File: config.mk
export PLATFORM = sky130hd
export DESIGN_NAME = m2_ws
export DESIGN_NICKNAME = d
export VERILOG_FILES = /design/src/rtl/m2_pkg.sv /design/src/rtl/m2_clip8.sv /design/src/rtl/m2_ws.sv
export SDC_FILE = /design/constraint.sdc
export NUM_CORES = 1
export LEC_CHECK = 0
export CAP_MARGIN = 20
export CORE_MARGIN = 2
export CORE_UTILIZATION = 55
export DETAILED_ROUTE_END_ITERATION = 10
export PLACE_DENSITY_LB_ADDON = 0.08
export SETUP_SLACK_MARGIN = 0.15
export SLEW_MARGIN = 20
export SYNTH_ARGS = -nofsm -noshare
export SYNTH_HDL_FRONTEND = slang
export SYNTH_SLANG_ARGS = --single-unit
File: constraint.sdc
create_clock -name CLOCK_50 -period 6.15 [get_ports CLOCK_50]
set_input_delay 0.615 -clock CLOCK_50 [delete_from_list [all_inputs] [get_ports CLOCK_50]]
set_output_delay 0.615 -clock CLOCK_50 [all_outputs]
set_load 0.02 [all_outputs]
File: src/rtl/m2_pkg.sv
// rtl/m2_pkg.sv - shared types and constants for the milestone-2 write-back stage
package m2_pkg;

    typedef enum logic [2:0] {
        S_IDLE       = 3'd0,
        S_LEAD_IN_0  = 3'd1,
        S_LEAD_IN_1  = 3'd2,
        S_COMMON_0   = 3'd3,
        S_COMMON_1   = 3'd4,
        S_LEAD_OUT_0 = 3'd5
    } m2_ws_state_t;

    localparam int S_OFFSET     = 64;
    localparam int ROW_WORDS_Y  = 160;
    localparam int ROW_WORDS_UV = 80;
    localparam int BLOCK_WORDS  = 32;

endpackage

File: src/rtl/m2_clip8.sv
// rtl/m2_clip8.sv - combinational signed 32-bit to unsigned 8-bit pixel clip
//   value   in  32  signed IDCT sample
//   pixel   out 8   value clamped to 0..255
//   clipped out 1   value was outside 0..255
module m2_clip8 (
    input  logic signed [31:0] value,
    output logic        [7:0]  pixel,
    output logic               clipped
);

    always_comb begin
        pixel   = value[7:0];
        clipped = 1'b0;
        if (value < 32'sd0) begin
            pixel   = 8'h00;
            clipped = 1'b1;
        end else if (value > 32'sd255) begin
            pixel   = 8'hFF;
            clipped = 1'b1;
        end
    end

endmodule

File: src/rtl/m2_ws.sv
// rtl/m2_ws.sv - write-back stage: clip one 8x8 S block from DP-RAM, pack pixel pairs, write to SRAM; optional clip_count under M2_WS_CLIP_COUNT_EN
//   CLOCK_50        in  1   clock
//   Reset           in  1   synchronous active-high reset
//   Start           in  1   level request, accepted in S_IDLE when Done is low
//   base_address    in  18  plane origin in SRAM words
//   block_row       in  5   block row index
//   block_col       in  6   block column index
//   read_data_S_a   in  32  DP-RAM port A read data
//   address_S_a     out 7   DP-RAM port A address
//   SRAM_address    out 18  SRAM word address
//   SRAM_write_data out 16  {even pixel, odd pixel}
//   SRAM_we_n       out 1   active-low SRAM write enable
//   Done            out 1   block complete, held until Start drops
//   clip_count      out 7   clipped samples in last block (M2_WS_CLIP_COUNT_EN only)
module m2_ws #(
    parameter int S_OFFSET  = m2_pkg::S_OFFSET,
    parameter int ROW_WORDS = m2_pkg::ROW_WORDS_Y
) (
    input  logic        CLOCK_50,
    input  logic        Reset,
    input  logic        Start,
    input  logic [17:0] base_address,
    input  logic [4:0]  block_row,
    input  logic [5:0]  block_col,
    input  logic [31:0] read_data_S_a,
    output logic [6:0]  address_S_a,
    output logic [17:0] SRAM_address,
    output logic [15:0] SRAM_write_data,
    output logic        SRAM_we_n,
    output logic        Done
`ifdef M2_WS_CLIP_COUNT_EN
    ,
    output logic [6:0]  clip_count
`endif
);

    import m2_pkg::*;

    localparam logic [6:0]  ADDR_FIRST = 7'(S_OFFSET);
    localparam logic [6:0]  ADDR_LAST  = 7'(S_OFFSET + 63);
    localparam logic [17:0] ROW_STEP   = 18'(ROW_WORDS);
    localparam logic [17:0] ROW_BLOCK  = 18'(8 * ROW_WORDS);

    m2_ws_state_t state;

    logic [5:0]  samp_k;      // index of the S sample arriving on read_data_S_a this cycle
    logic [17:0] row_base;    // SRAM address of column 0 of the current block row
    logic [7:0]  even_pix;
    logic [17:0] row_start;
    logic        accept;

    logic [7:0]  even_clip_pix;
    logic [7:0]  odd_clip_pix;
    logic        even_clipped;
    logic        odd_clipped;

    assign accept = (state == S_IDLE) && Start && !Done;

    // Multiply only at accept time; the per-row advance inside the block is an add.
    assign row_start = base_address
                     + 18'(block_row) * ROW_BLOCK
                     + 18'({block_col, 2'b00});

    m2_clip8 u_clip_even (
        .value   (read_data_S_a),
        .pixel   (even_clip_pix),
        .clipped (even_clipped)
    );

    m2_clip8 u_clip_odd (
        .value   (read_data_S_a),
        .pixel   (odd_clip_pix),
        .clipped (odd_clipped)
    );

    always_ff @(posedge CLOCK_50) begin
        if (Reset) begin
            state           <= S_IDLE;
            Done            <= 1'b0;
            SRAM_we_n       <= 1'b1;
            address_S_a     <= 7'd0;
            SRAM_address    <= 18'd0;
            SRAM_write_data <= 16'd0;
            samp_k          <= 6'd0;
            row_base        <= 18'd0;
            even_pix        <= 8'd0;
        end else begin
            // Read addresses stream one per edge and park on the last S word.
            if (state != S_IDLE && state != S_LEAD_OUT_0 && address_S_a != ADDR_LAST) begin
                address_S_a <= address_S_a + 7'd1;
            end

            case (state)
                S_IDLE: begin
                    if (!Start) begin
                        Done <= 1'b0;
                    end else if (!Done) begin
                        address_S_a <= ADDR_FIRST;
                        row_base    <= row_start;
                        samp_k      <= 6'd0;
                        state       <= S_LEAD_IN_0;
                    end
                end

                S_LEAD_IN_0: begin
                    state <= S_LEAD_IN_1;
                end

                // Even sample: buffer it and release the previous write strobe.
                S_LEAD_IN_1, S_COMMON_1: begin
                    even_pix  <= even_clip_pix;
                    SRAM_we_n <= 1'b1;
                    samp_k    <= samp_k + 6'd1;
                    state     <= S_COMMON_0;
                end

                // Odd sample: completes a pixel pair, issue the SRAM write.
                S_COMMON_0: begin
                    SRAM_write_data <= {even_pix, odd_clip_pix};
                    SRAM_address    <= row_base + {16'd0, samp_k[2:1]};
                    SRAM_we_n       <= 1'b0;
                    samp_k          <= samp_k + 6'd1;
                    if (samp_k[2:0] == 3'd7) begin
                        row_base <= row_base + ROW_STEP;
                    end
                    state <= (samp_k == 6'd63) ? S_LEAD_OUT_0 : S_COMMON_1;
                end

                S_LEAD_OUT_0: begin
                    SRAM_we_n <= 1'b1;
                    Done      <= 1'b1;
                    state     <= S_IDLE;
                end

                default: begin
                    state <= S_IDLE;
                end
            endcase
        end
    end

`ifdef M2_WS_CLIP_COUNT_EN
    logic sample_clipped;

    always_comb begin
        sample_clipped = 1'b0;
        case (state)
            S_LEAD_IN_1, S_COMMON_1: sample_clipped = even_clipped;
            S_COMMON_0:              sample_clipped = odd_clipped;
            default:                 sample_clipped = 1'b0;
        endcase
    end

    always_ff @(posedge CLOCK_50) begin
        if (Reset) begin
            clip_count <= 7'd0;
        end else if (accept) begin
            clip_count <= 7'd0;
        end else if (sample_clipped) begin
            clip_count <= clip_count + 7'd1;
        end
    end
`else
    logic unused_clip_flags;
    assign unused_clip_flags = even_clipped ^ odd_clipped ^ accept;
`endif

endmodule
==> summary.md <==
| Metric | Value |
|---|---|
| Status | finished clean |
| Slew Limit Headroom | 42.0% |
| Pre-antenna DRT Iters | 5 |
| Die X | 95.5 µm |
| Post-CTS sizing | 0 |
| Final wirelength | 11200 µm |
| WL/cell | 14.7 µm |
| Setup CP Type | input pin to register |
| # IOs | 107 |
| PwrDens | 217 mW/mm² |
| Commonest cells post-synth | nand2_1 (82), dfxtp_1 (78), a21oi_1 (64), nor2_1 (46), ha_1 (27) |
| Clock power share | 31.2% |
| Post-synth ARST share | 0% |
| Final hold vios | 0 |
| Synth Area in Adders | 8.64% |
| First-pass GRT wire length | 18400 µm |
| Multiplexer share of the synthesized area | 1.11% |
| Clk buf depth | 2 |
| Post-Synth XOR/XNOR Area | 5.51% |
| Initial antenna violation count | 0 |
| Main area contributors after synthesis | dfxtp_1 (34%), ha_1 (7.3%), a21oi_1 (7.0%) |
| Distinct cells, synth | 63 |
| Placer Congestion | 0.831 |
| Syn_nets | 668 |
| Worst path most repeated cell | ha_1 |
| Comb pwr share | 23.9% |
| Filler cell count | 670 |
| Worst ir drop on vdd | 0.172 mV |
| Synth area leader | dfxtp_1 |
| Slowest CP cell | clkdlybuf4s50_1 |
| Buf+Inv Stages, Crit Path | 1 |
| Largest family of logic cells by synthesized area | compound AO/OA/AOI/OAI gates |
| RSZ-0062 raised after global routing | false |
| Critical Path End Type | register |
| Hold Slack | 453 ps |
| Sw frac | 31.8% |
| P&R area growth vs syn | 27.6% |
| Die area | 0.00912 mm² |
| Reg power frac | 45.0% |
| Synth Area in Simple Gates | 22.8% |
| Top_reg_cell synth | dfxtp_1 |
| Vias per cell | 5.78 |
| Number of synthesized flops with an enable pin | 0 |
| HPWL Detailed | 8380 µm |
| Grt ovf | 0 |
| Nets | 751 |
| Post-CTS setup buffers | 0 |
| Hold crit path type | register to register |
| Complex-gate fraction of the synthesized area | 23.7% |
| Worst Path Arrival | 3410 ps |
| Largest net degree at the start of global routing | 68 |
| CP delay by family, top | compound AO/OA/AOI/OAI gates |
| Vias | 4430 |
| Syn avg cell area | 8.02 µm² |
| Post-Synthesis Cell Area | 0.00461 mm² |
| Max Cap Violations | 0 |
| Core area | 0.00818 mm² |
| Critical Path Fanout Max | 7 |
| Most frequent cell after synthesis | nand2_1 |
| Total GRT Usage | 25.3% |
| Data required, critical path | 6390 ps |
| Post-DP Area | 0.00567 mm² |
| Crit path cell chain | clkdlybuf4s50_1 -> ha_1 -> ha_1 -> a21o_1 -> a21oi_1 -> xnor2_1 -> ha_1 -> a21o_1 -> a31oi_1 -> nor3_1 -> o41ai_1 -> nand3_1 |
| IO Port Bufs | 106 |
| Synth warnings | 0 |
| Switch Pwr | 0.406 mW |
| Gate Count Post-Synth | 574 |
| Clock slew at reported path FFs | 90 ps |
| Crit share post-route | 51.7% |
| CP Launch Type | input pin |
| Clock sink count | 78 |
| Core Rows | 33 |
| Int Power | 0.868 mW |
| Highest Clock Rate | 315 MHz |
| Seq/Total Area, Yosys | 33.9% |
| Min cycle time layout | 3180 ps |
| Ant diodes | 0 |
| Final ANT Viol Nets | 0 |
| DR iter-0 viols | 253 |
| Leakage power | 2.07 nW |
| Total CTS buffers | 9 |
| Hold_buf cts | 0 |
| Vias in the first global route | 4038 |
| CTS root buffer | clkbuf_8 |
| Final design utilization | 71.9% |
| Synth Register Bits | 78 |
| Share of cells above drive strength 1 | 5.14% |
| # DRC | 0 |
| Starting Density | 56.3% |
| Clock Skew | 7.62 ps |
| Chip height | 95.5 µm |
| TNS Setup | 0 ps |
| CTS H-tree lvls | 3 |
| CTS tree | built |
| Final instance area | 0.00588 mm² |
| Slew at the pin closest to its max-slew limit | 864 ps |
| Crit path largest cell delay | 450 ps |
| Worst-Skew Late Latency | 360 ps |
| Setup violators final | 0 |
| Fin. max-slew vios | 0 |
| Synth top area share | 33.9% |
-- final timing paths --
kind / startpoint / endpoint / slack (ps) / depth (start not counted)
min: SRAM_address[2]$_SDFFE_PP0P_ / SRAM_address[2]$_SDFFE_PP0P_ / 450 / 2
min reg2reg: SRAM_address[2]$_SDFFE_PP0P_ / SRAM_address[2]$_SDFFE_PP0P_ / 450 / 2
max: block_row[4] / row_base[15]$_SDFFE_PP0P_ / 2970 / 12
max reg2reg: state[1]$_SDFFE_PP0P_ / row_base[11]$_SDFFE_PP0P_ / 3600 / 5
-- flip-flops by register name (all words and copies together) (netlist names) --
name,count
address_S_a,7
even_pix,8
SRAM_address,18
SRAM_write_data,16
Done,1
state,3
row_base,18
samp_k,6
SRAM_we_n,1
-- cells by family after synthesis --
| group | Yosys count |
|---|---|
| muxes | 5 |
| DFF | 78 |
| buffers and inverters | 50 |
| and+or+nand+nor | 214 |
| adders and majority gates | 30 |
| AOI/OAI and AO/OA | 168 |
| xor gates and xnor gates | 29 |
-- through the flow --
step	total power, mW	std cells	worst slack, ps
5_1_grt	1.34	767	2750
4_1_cts	1.28	767	2970
3_5_place_dp	0.883	751	2570
6_report	1.27	767	2970
2_1_floorplan	0.776	574	3230
3_3_place_gp	0.874	751	2680
-- cell type report --
class	instances	area, µm²	share of cell area [%]
clock buffer	9	124	2.11
clock inverter	7	80.1	1.36
inverter	12	45.0	0.766
multi-input combinational	446	2850	48.5
sequential	78	1560	26.6
tap	105	131	2.24
timing repair buffer	110	1090	18.5
-- power groups by stage --
stage	combinational [mW]	clock, mW	sequential, mW
2_1_floorplan	0.203	0	0.573
3_3_place_gp	0.292	0	0.582
3_5_place_dp	0.299	0	0.583
4_1_cts	0.302	0.403	0.572
5_1_grt	0.336	0.425	0.578
6_report	0.304	0.397	0.573
-- worst min-delay path, cell delays in order, from the launching register on --
cell     delay [ps]
dfxtp_1         310
nand2_1          50
a21oi_1          50
-- layout by cell type, fill, tap and decap left out, types with 10 or more instances in the layout --
| cell type | Yosys | routed |
|---|---|---|
| o21ai_0 | 14 | 14 |
| a211oi_1 | 16 | 16 |
| nand2_1 | 82 | 82 |
| inv_1 | 12 | 12 |
| nor4_1 | 10 | 10 |
| ha_1 | 27 | 27 |
| xnor2_1 | 15 | 15 |
| a21oi_1 | 64 | 64 |
| clkdlybuf4s50_1 | 0 | 105 |
| nor3_1 | 16 | 16 |
| xor2_1 | 14 | 14 |
| nand3_1 | 13 | 13 |
| nor2_1 | 46 | 46 |
| dfxtp_1 | 78 | 78 |
| o211ai_1 | 21 | 21 |
-- per-layer routing --
| metal | up-vias | global-route usage (%) | part of all wire [%] |
|---|---|---|---|
| met3 | 10 | 5.22 | 5.0 |
| met2 | 134 | 40.3 | 46 |
| li1 | 2253 | - | - |
| met5 | - | 0 | 0 |
| met1 | 2033 | 35.4 | 48 |
| met4 | 0 | 5.95 | 0.94 |
Note: power is estimated with default switching activity, not from simulation.
